$ cat config.mk
export PLATFORM = sky130hd
export DESIGN_NAME = pipeline_issue
export DESIGN_NICKNAME = d
export VERILOG_FILES = /design/src/rtl/pipeline_issue.sv
export SDC_FILE = /design/constraint.sdc
export NUM_CORES = 1
export LEC_CHECK = 0
export CORE_MARGIN = 1
export CORE_UTILIZATION = 55
export DETAILED_ROUTE_END_ITERATION = 10
export GPL_TIMING_DRIVEN = 0
export PLACE_DENSITY = 0.88
export SYNTH_ARGS = -nofsm -noshare
export SYNTH_HDL_FRONTEND = slang
export SYNTH_SLANG_ARGS = --single-unit
$ cat constraint.sdc
create_clock -name clk -period 4 [get_ports clk]
set_input_delay 0.8 -clock clk [delete_from_list [all_inputs] [get_ports clk]]
set_output_delay 0.8 -clock clk [all_outputs]
set_load 0.02 [all_outputs]
$ cat src/rtl/pipeline_issue.sv
// rtl/pipeline_issue.sv - instruction issue unit: input FIFO, RAW-hazard stalling, bubble insertion, illegal-word rejection
module pipeline_issue #(
    parameter int         FIFO_DEPTH = 4,
    parameter int         HAZ_WINDOW = 2,
    parameter logic [3:0] NOP_REG    = 4'd15,
    parameter logic [7:0] NOP_ADDR   = 8'hFF
) (
    input  logic        clk,
    input  logic        rst,
    input  logic        in_valid,
    output logic        in_ready,
    input  logic [23:0] in_instr,
    output logic [3:0]  iss_func,
    output logic [3:0]  iss_rd,
    output logic [3:0]  iss_rs1,
    output logic [3:0]  iss_rs2,
    output logic [7:0]  iss_addr,
    output logic        iss_valid,
    output logic        err_illegal,
    output logic        busy,
    output logic [15:0] issued_cnt,
    output logic [15:0] stall_cnt
);

    localparam int         AW       = $clog2(FIFO_DEPTH);
    localparam logic [3:0] NOP_FUNC = 4'b0011;

    logic [23:0]           mem [FIFO_DEPTH];
    logic [AW:0]           wr_ptr, rd_ptr, wr_ptr_n, rd_ptr_n;
    logic [HAZ_WINDOW-1:0] hist_valid;
    logic [3:0]            hist_rd [HAZ_WINDOW];

    logic        empty, push, pop;
    logic [23:0] head;
    logic [3:0]  h_func, h_rd, h_rs1, h_rs2;
    logic        use_rs1, use_rs2, illegal, hazard;
    logic        do_issue, do_drop, do_stall;

    assign empty  = (wr_ptr == rd_ptr);
    assign head   = mem[rd_ptr[AW-1:0]];
    assign h_func = head[23:20];
    assign h_rd   = head[19:16];
    assign h_rs1  = head[15:12];
    assign h_rs2  = head[11:8];

    assign push = in_valid && in_ready;

    always_comb begin
        use_rs1 = 1'b0;
        use_rs2 = 1'b0;
        case (h_func)
            4'b0000, 4'b0001, 4'b0010,
            4'b0101, 4'b0110, 4'b0111: begin
                use_rs1 = 1'b1;
                use_rs2 = 1'b1;
            end
            4'b0011, 4'b1000, 4'b1010, 4'b1011: use_rs1 = 1'b1;
            4'b0100, 4'b1001:                   use_rs2 = 1'b1;
            default: ;
        endcase
    end

    // Only sources the opcode actually reads are compared against in-flight producers.
    always_comb begin
        hazard = 1'b0;
        for (int i = 0; i < HAZ_WINDOW; i++) begin
            if (hist_valid[i] && ((use_rs1 && h_rs1 == hist_rd[i]) ||
                                  (use_rs2 && h_rs2 == hist_rd[i])))
                hazard = 1'b1;
        end
    end

    assign illegal  = (h_func >= 4'b1100) || (h_rd == NOP_REG);
    assign do_drop  = !empty && illegal;
    assign do_stall = !empty && !illegal && hazard;
    assign do_issue = !empty && !illegal && !hazard;
    assign pop      = do_issue || do_drop;

    assign wr_ptr_n = wr_ptr + {{AW{1'b0}}, push};
    assign rd_ptr_n = rd_ptr + {{AW{1'b0}}, pop};

    assign busy = !empty || (|hist_valid);

    always_ff @(posedge clk) begin
        if (push)
            mem[wr_ptr[AW-1:0]] <= in_instr;
    end

    always_ff @(posedge clk) begin
        if (rst) begin
            wr_ptr      <= '0;
            rd_ptr      <= '0;
            in_ready    <= 1'b1;
            iss_func    <= NOP_FUNC;
            iss_rd      <= NOP_REG;
            iss_rs1     <= NOP_REG;
            iss_rs2     <= NOP_REG;
            iss_addr    <= NOP_ADDR;
            iss_valid   <= 1'b0;
            err_illegal <= 1'b0;
            issued_cnt  <= 16'd0;
            stall_cnt   <= 16'd0;
            hist_valid  <= '0;
            for (int i = 0; i < HAZ_WINDOW; i++)
                hist_rd[i] <= NOP_REG;
        end else begin
            wr_ptr      <= wr_ptr_n;
            rd_ptr      <= rd_ptr_n;
            // Registered full flag: reflects occupancy after this edge's push/pop.
            in_ready    <= ((wr_ptr_n - rd_ptr_n) != (AW+1)'(FIFO_DEPTH));
            iss_valid   <= do_issue;
            err_illegal <= do_drop;
            if (do_issue) begin
                iss_func <= h_func;
                iss_rd   <= h_rd;
                iss_rs1  <= h_rs1;
                iss_rs2  <= h_rs2;
                iss_addr <= head[7:0];
            end else begin
                iss_func <= NOP_FUNC;
                iss_rd   <= NOP_REG;
                iss_rs1  <= NOP_REG;
                iss_rs2  <= NOP_REG;
                iss_addr <= NOP_ADDR;
            end
            for (int i = HAZ_WINDOW - 1; i > 0; i--) begin
                hist_valid[i] <= hist_valid[i-1];
                hist_rd[i]    <= hist_rd[i-1];
            end
            hist_valid[0] <= do_issue;
            hist_rd[0]    <= h_rd;
            if (do_issue)
                issued_cnt <= issued_cnt + 16'd1;
            if (do_stall)
                stall_cnt <= stall_cnt + 16'd1;
        end
    end

endmodule

Word-level counts from Yosys, hierarchy flattened
Memory sizes are Yosys's and may differ from the RTL's. A register that Yosys moved wholly into a read port is not among the register bits.
Index checks and enable logic that the tools add are counted.
- register bits after elaboration: 67
- memory bits (writable): 104
- bits of input ports: 27
- output and inout bits: 60
- word-level logic and storage cells: 78
- memories: 2
- $add $sub $neg: 5
- $lt $le $gt $ge: 1
- eq/ne operators: 18
- muxes and demuxes: 12
- bitwise operators: 3
- reductions and logical operators: 24
- memory list (name ; depth ; width ; read ports ; clocked after Yosys merged registers in ; write ports ; line ; text):
    mem ; 4 ; 24 ; 1 ; 1 ; 1 ; 28 ; logic [23:0] mem [FIFO_DEPTH];
    hist_rd ; 2 ; 4 ; 2 ; 0 ; 2 ; 31 ; logic [3:0] hist_rd [HAZ_WINDOW];
- operators by type and width (cell ; count):
    16-bit by 1-bit adder with 16-bit output (second input constant) ; 2
    4-bit equality test (second input constant) ; 5
    4-bit by 3-bit equality test with 1-bit output (second input constant) ; 4
    4-bit equality test ; 4
    1-bit logical AND ; 11
    10-bit OR reduction ; 1
    1-bit 2-to-1 mux ; 9
    4-bit by 2-bit equality test with 1-bit output (second input constant) ; 2
    4-bit 2-to-1 mux ; 2
    8-bit OR reduction ; 1
    3-bit by 1-bit adder with 3-bit output ; 2
    1-bit logical OR ; 5
    4-bit by 1-bit equality test with 1-bit output (second input constant) ; 1
    4-bit >= comparator (second input constant) ; 1
    4-bit zero test ; 1
    2-bit OR reduction ; 2
    3-bit equality test ; 1
    1-bit zero test ; 3
    3-bit != test (second input constant) ; 1
    3-bit subtractor ; 1
    2-bit 2-to-1 mux ; 1
    1-bit OR ; 2
    1-bit NOT ; 1

Longest topological paths before layout
- word-level depth: 14
- depth in mapped cells: 19
- depth with buffers taken out: 14

Least setup slack after synthesis
No wires, ideal clock.
- kind: register to register
- from: register rd_ptr[0]
- to: register in_ready
- library setup time: 0.128 ns
- arrival time: 3.454 ns
- required time: 3.872 ns
- path slack: 0.418 ns
- stages on the path, launching flop included: 19
- path buffers: 4
- clock period less this slack: 3.582 ns
- cells stage by stage: dfxtp_1 > buf_6 > buf_6 > mux2i_1 > mux2i_1 > o2111ai_2 > a221oi_4 > or2_1 > clkbuf_2 > buf_2 > o21ai_0 > ha_1 > ha_1 > inv_1 > ha_1 > nor2b_1 > xnor2_1 > xnor2_1 > nand4_1
- cells in the longest elaborated chain, start to end: 8
- elaborated cells on any way between the ends: 9
- those cells by class: add/sub (2); eq/ne (2); reduce/logical (5)
- RTL lines (item ; line ; text):
    start: declaration ; 29 ; logic [AW:0] wr_ptr, rd_ptr, wr_ptr_n, rd_ptr_n;
    start signal: assignment ; 108 ; rd_ptr <= rd_ptr_n;
    3-bit equality test ; 39 ; assign empty = (wr_ptr == rd_ptr);
    1-bit zero test ; 74, 76 ;
    1-bit logical AND (2 in a row) ; 76 ; assign do_issue = !empty && !illegal && !hazard;
    1-bit logical OR ; 77 ; assign pop = do_issue || do_drop;
    3-bit by 1-bit adder with 3-bit output * ; 80 ; assign rd_ptr_n = rd_ptr + {{AW{1'b0}}, pop};
    net rd_ptr_n[1] ; 29 ;
    3-bit subtractor * ; 110 ; in_ready <= ((wr_ptr_n - rd_ptr_n) != (AW+1)'(FIFO_DEPTH));
    3-bit != test * ; 110 ;
    end signal: assignment ; 110 ;
    end: declaration ; 11 ; output logic in_ready,
The timed path passes the listed nets; every way through them passes the cells marked *.
A chain may end at the register's enable or synchronous reset.

Worst setup path after layout
Same ends and word-level chain as after synthesis.

==> metrics.md <==
| Metric | Value |
|---|---|
| Outcome | completed |
| Ys Warns | 0 |
| Number of global-route vias before repair | about 4300 |
| DRC viols | 0 |
| Area grow syn2layout | 26.2% |
| Top post-synthesis cells by count | edfxtp_1, dfxtp_1, xnor2_1, mux4_2 |
| First DRT Iteration DRCs | 387 |
| Setup violations, final | 0 |
| Reg clk slew, reported paths | ~0.060 ns |
| PwrDens | 664 mW/mm^2 |
| Die Height | 113 um |
| Max_slew headroom | about 34% |
| Top cells by area, synth | edfxtp_1, dfxtp_1, mux4_2, xnor2_1, mux2i_1 |
| Max Fclk | 0.264 GHz |
| Hold buffers post-CTS | 0 |
| Primary FF master, synth | edfxtp_1 |
| Dpl ws | -0.185 ns |
| Share of total power in the clock network | 29.2% |
| Detailed Route WL | 14000 um |
| Final core utilization | 71.1% |
| Data required, critical path | 4.28 ns |
| Gr busiest metal | met2 |
| Total Die Area | 0.0127 mm^2 |
| Clk Latency, worst-skew pair | 0.42 ns |
| Total grt overflow | 0 |
| GR Layer Usage met2 | 39.5% |
| Cell count after synthesis | roughly 470 |
| Netlist Area Pre-Place | 0.00677 mm^2 |
| CTS tree | yes |
| Post-layout min period | 3.79 ns |
| # diodes | 0 |
| Reg2Reg Setup Slack | 0.21 ns |
| Fin. Hold Viols | 0 |
| Clock buffer depth | 2 |
| First-pass GRT wire length | ~22000 um |
| Cell with the most instances after synthesis | edfxtp_1 |
| Worst Max-Slew Pin Slew | 0.978 ns |
| Initial antenna violation count | 0 |
| Gpl congestion | 0.852 |
| Avg Inst Size Synth | between 10 and 15 um^2 |
| Total GRT Usage | a little under a quarter |
| Drt via density | 5.78 |
| Leakage | slightly below 3 nW |
| Yosys reg bits | 170 |
| Seq/Total Area, Yosys | between 60% and 70% |
| Clock Skews | around 0.016 ns |
| Initial Utilization | 56.3% |
| CTS sink cnt | 170 |
| Worst ir drop on vdd | approximately 0.00036 V |
| Total chip power | 5.67 mW |
| Number of synthesized flops with an enable pin | 96 |
| Largest net degree at the start of global routing | 25 |
| Worst Setup Start Kind | flop |
| Rows | 40 |
| Yosys top cell area share | 42.6% |
| Ratio of cells with drive above 1 in the final layout | 18.1% |
| Yosys cell types | 51 |
| Syn nets | around 500 |
| Max-Cap Viols | 0 |
| Met1 Usage GRT | 29.3% |
| Die W | 113 um |
| Crit end category | flop |
| TritonCTS Buffers | 17 |
| Wire per inst | 19.0 um |
| Net Sw Power | 1.70 mW |
| Setup ws final | 0.215 ns |
| Tcrit/Tclk final | between 90% and 100% |
| CP max FO | 16 |
| DR pass1 iterations | 5 |
| H-tree depth | 4 |
| Sequential cell area | 0.00437 mm^2 |
| Total Nets Final | 614 |
| Antenna viol nets, final | 0 |
| IO Port Bufs | 85 |
| HPWL after detailed placement | between 9000 and 10000 um |
| Internal power | 3.97 mW |
| Core Area | 0.0120 mm^2 |
| Asr flop ratio synth | 0% |
| Switching part of the total | 29.9% |
| I/O Pins | 87 |
| Multi-input logic area | between 0.002 and 0.0025 mm^2 |
| Grt met3 use | 4.82% |
| Gate power share | 30.9% |
| Cell taking the most area after synthesis | edfxtp_1 |
| Slew Limit Fails | 0 |
| Via Count | roughly 4300 |
| Tightest Hold Check Type | flop to flop |
| Arr. time, crit path | 4.06 ns |
| Fillers | 789 |
| CP Class | flop to flop |
| CTS Root Cell | clkbuf_16 |
| Seq pwr share | 39.9% |
power groups by stage:
stage	clock [mW]	sequential, mW	combinational [mW]
6_report	1.66	2.26	1.75
5_1_grt	1.76	2.28	1.87
4_1_cts	1.67	2.26	1.73
3_5_place_dp	0	2.29	1.71
3_3_place_gp	0	2.29	1.63
2_1_floorplan	0	2.40	1.00
kinds of logic (layout without fill, tap and decap cells):
logic type	after synthesis	count (layout)	share of synthesized area, %
adders and majority gates	8	8	1.48
buffers and inverters	27	151	2.18
muxes	45	45	11.1
xor gates and xnor gates	24	24	3.22
and+or+nand+nor	144	144	12.0
DFF	170	170	64.5
AOI/OAI and AO/OA	50	50	5.44
per-layer routing:
layer,wire (um),share of wire [%]
met5,0,0
met2,7250,52
met1,5900,42
met4,222,1.6
met3,661,4.7
cells in the final DEF, fill, tap and decap left out, types with 10 or more instances in the layout:
cell             synthesis  layout
a21oi_1                 15      15
clkbuf_16                0      17
clkdlybuf4s50_1          0      85
dfxtp_1                 74      73
edfxtp_1                96      96
mux2i_1                 13      11
mux4_2                  21      21
nand2_1                 18      18
nand2b_1                20      20
nand3_1                 13      13
nor2_1                  20      20
nor2b_1                 12      12
o21ai_0                 10      10
or2_2                   10      10
or3_1                   10      10
xnor2_1                 22      21
what timing repair did:
item / 4_1_cts / 5_1_grt
endpoints found under the setup margin: 1 / 1
gates resized for setup: 2 / 8
buffers inserted: 2 / 0
pin swaps: 2 / 0
worst max-delay path, stage by stage, from the launching register on:
cell and delay, ns:
dfxtp_1 0.36, buf_6 0.19, mux4_2 0.59, xnor2_1 0.21, o2111ai_2 0.18, a221oi_4 0.31, or2_1 0.14, clkbuf_4 0.21
o21ai_0 0.12, ha_1 0.20, ha_1 0.27, inv_1 0.05, ha_1 0.19, nor2b_1 0.16, xnor2_1 0.17, xnor2_1 0.16
nand4_1 0.13
per-stage QoR:
step                cells  hold slack (ns)  instance area, um^2  setup TNS [ns]
floorplan             468            0.472                 6770               0
global placement      700            0.462                 7800          -61.46
detailed placement    706            0.487                 7880          -0.185
CTS                   740            0.496                 8510               0
global route          739            0.521                 8540        -0.00362
finish                739            0.497                 8540               0
layout make-up:
| type | count | share of cell area, % |
|---|---|---|
| Buffer | 19 | 1.54 |
| Clock inverter | 11 | 1.70 |
| Timing Repair Buffer | 93 | 10.9 |
| Multi-Input combinational cell | 271 | 26.9 |
| Tap cell | 147 | 2.15 |
| Clock buffer | 21 | 5.39 |
| Inverter | 7 | 0.308 |
| Sequential cell | 170 | 51.1 |
worst paths after layout:
| kind | start | endpoint | cells after the start |
|---|---|---|---|
| hold reg to reg | issued_cnt[15]$_SDFFE_PP0N_ | issued_cnt[15]$_SDFFE_PP0N_ | 2 |
| setup reg to reg | rd_ptr[0]$_SDFF_PP0_ | in_ready$_SDFF_PP1_ | 16 |
| setup / recovery | rd_ptr[0]$_SDFF_PP0_ | in_ready$_SDFF_PP1_ | 16 |
| hold / removal | issued_cnt[15]$_SDFFE_PP0N_ | issued_cnt[15]$_SDFFE_PP0N_ | 2 |
registers in the layout, summed over array words and instances, names as in the netlist, 3 cells and up:
| register | count |
|---|---|
| wr_ptr | 3 |
| iss_rd | 4 |
| issued_cnt | 16 |
| mem | 96 |
| iss_rs1 | 4 |
| rd_ptr | 3 |
| stall_cnt | 16 |
| iss_addr | 8 |
| hist_rd | 8 |
| iss_func | 4 |
| iss_rs2 | 4 |
Note: power is estimated with default switching activity, not from simulation.
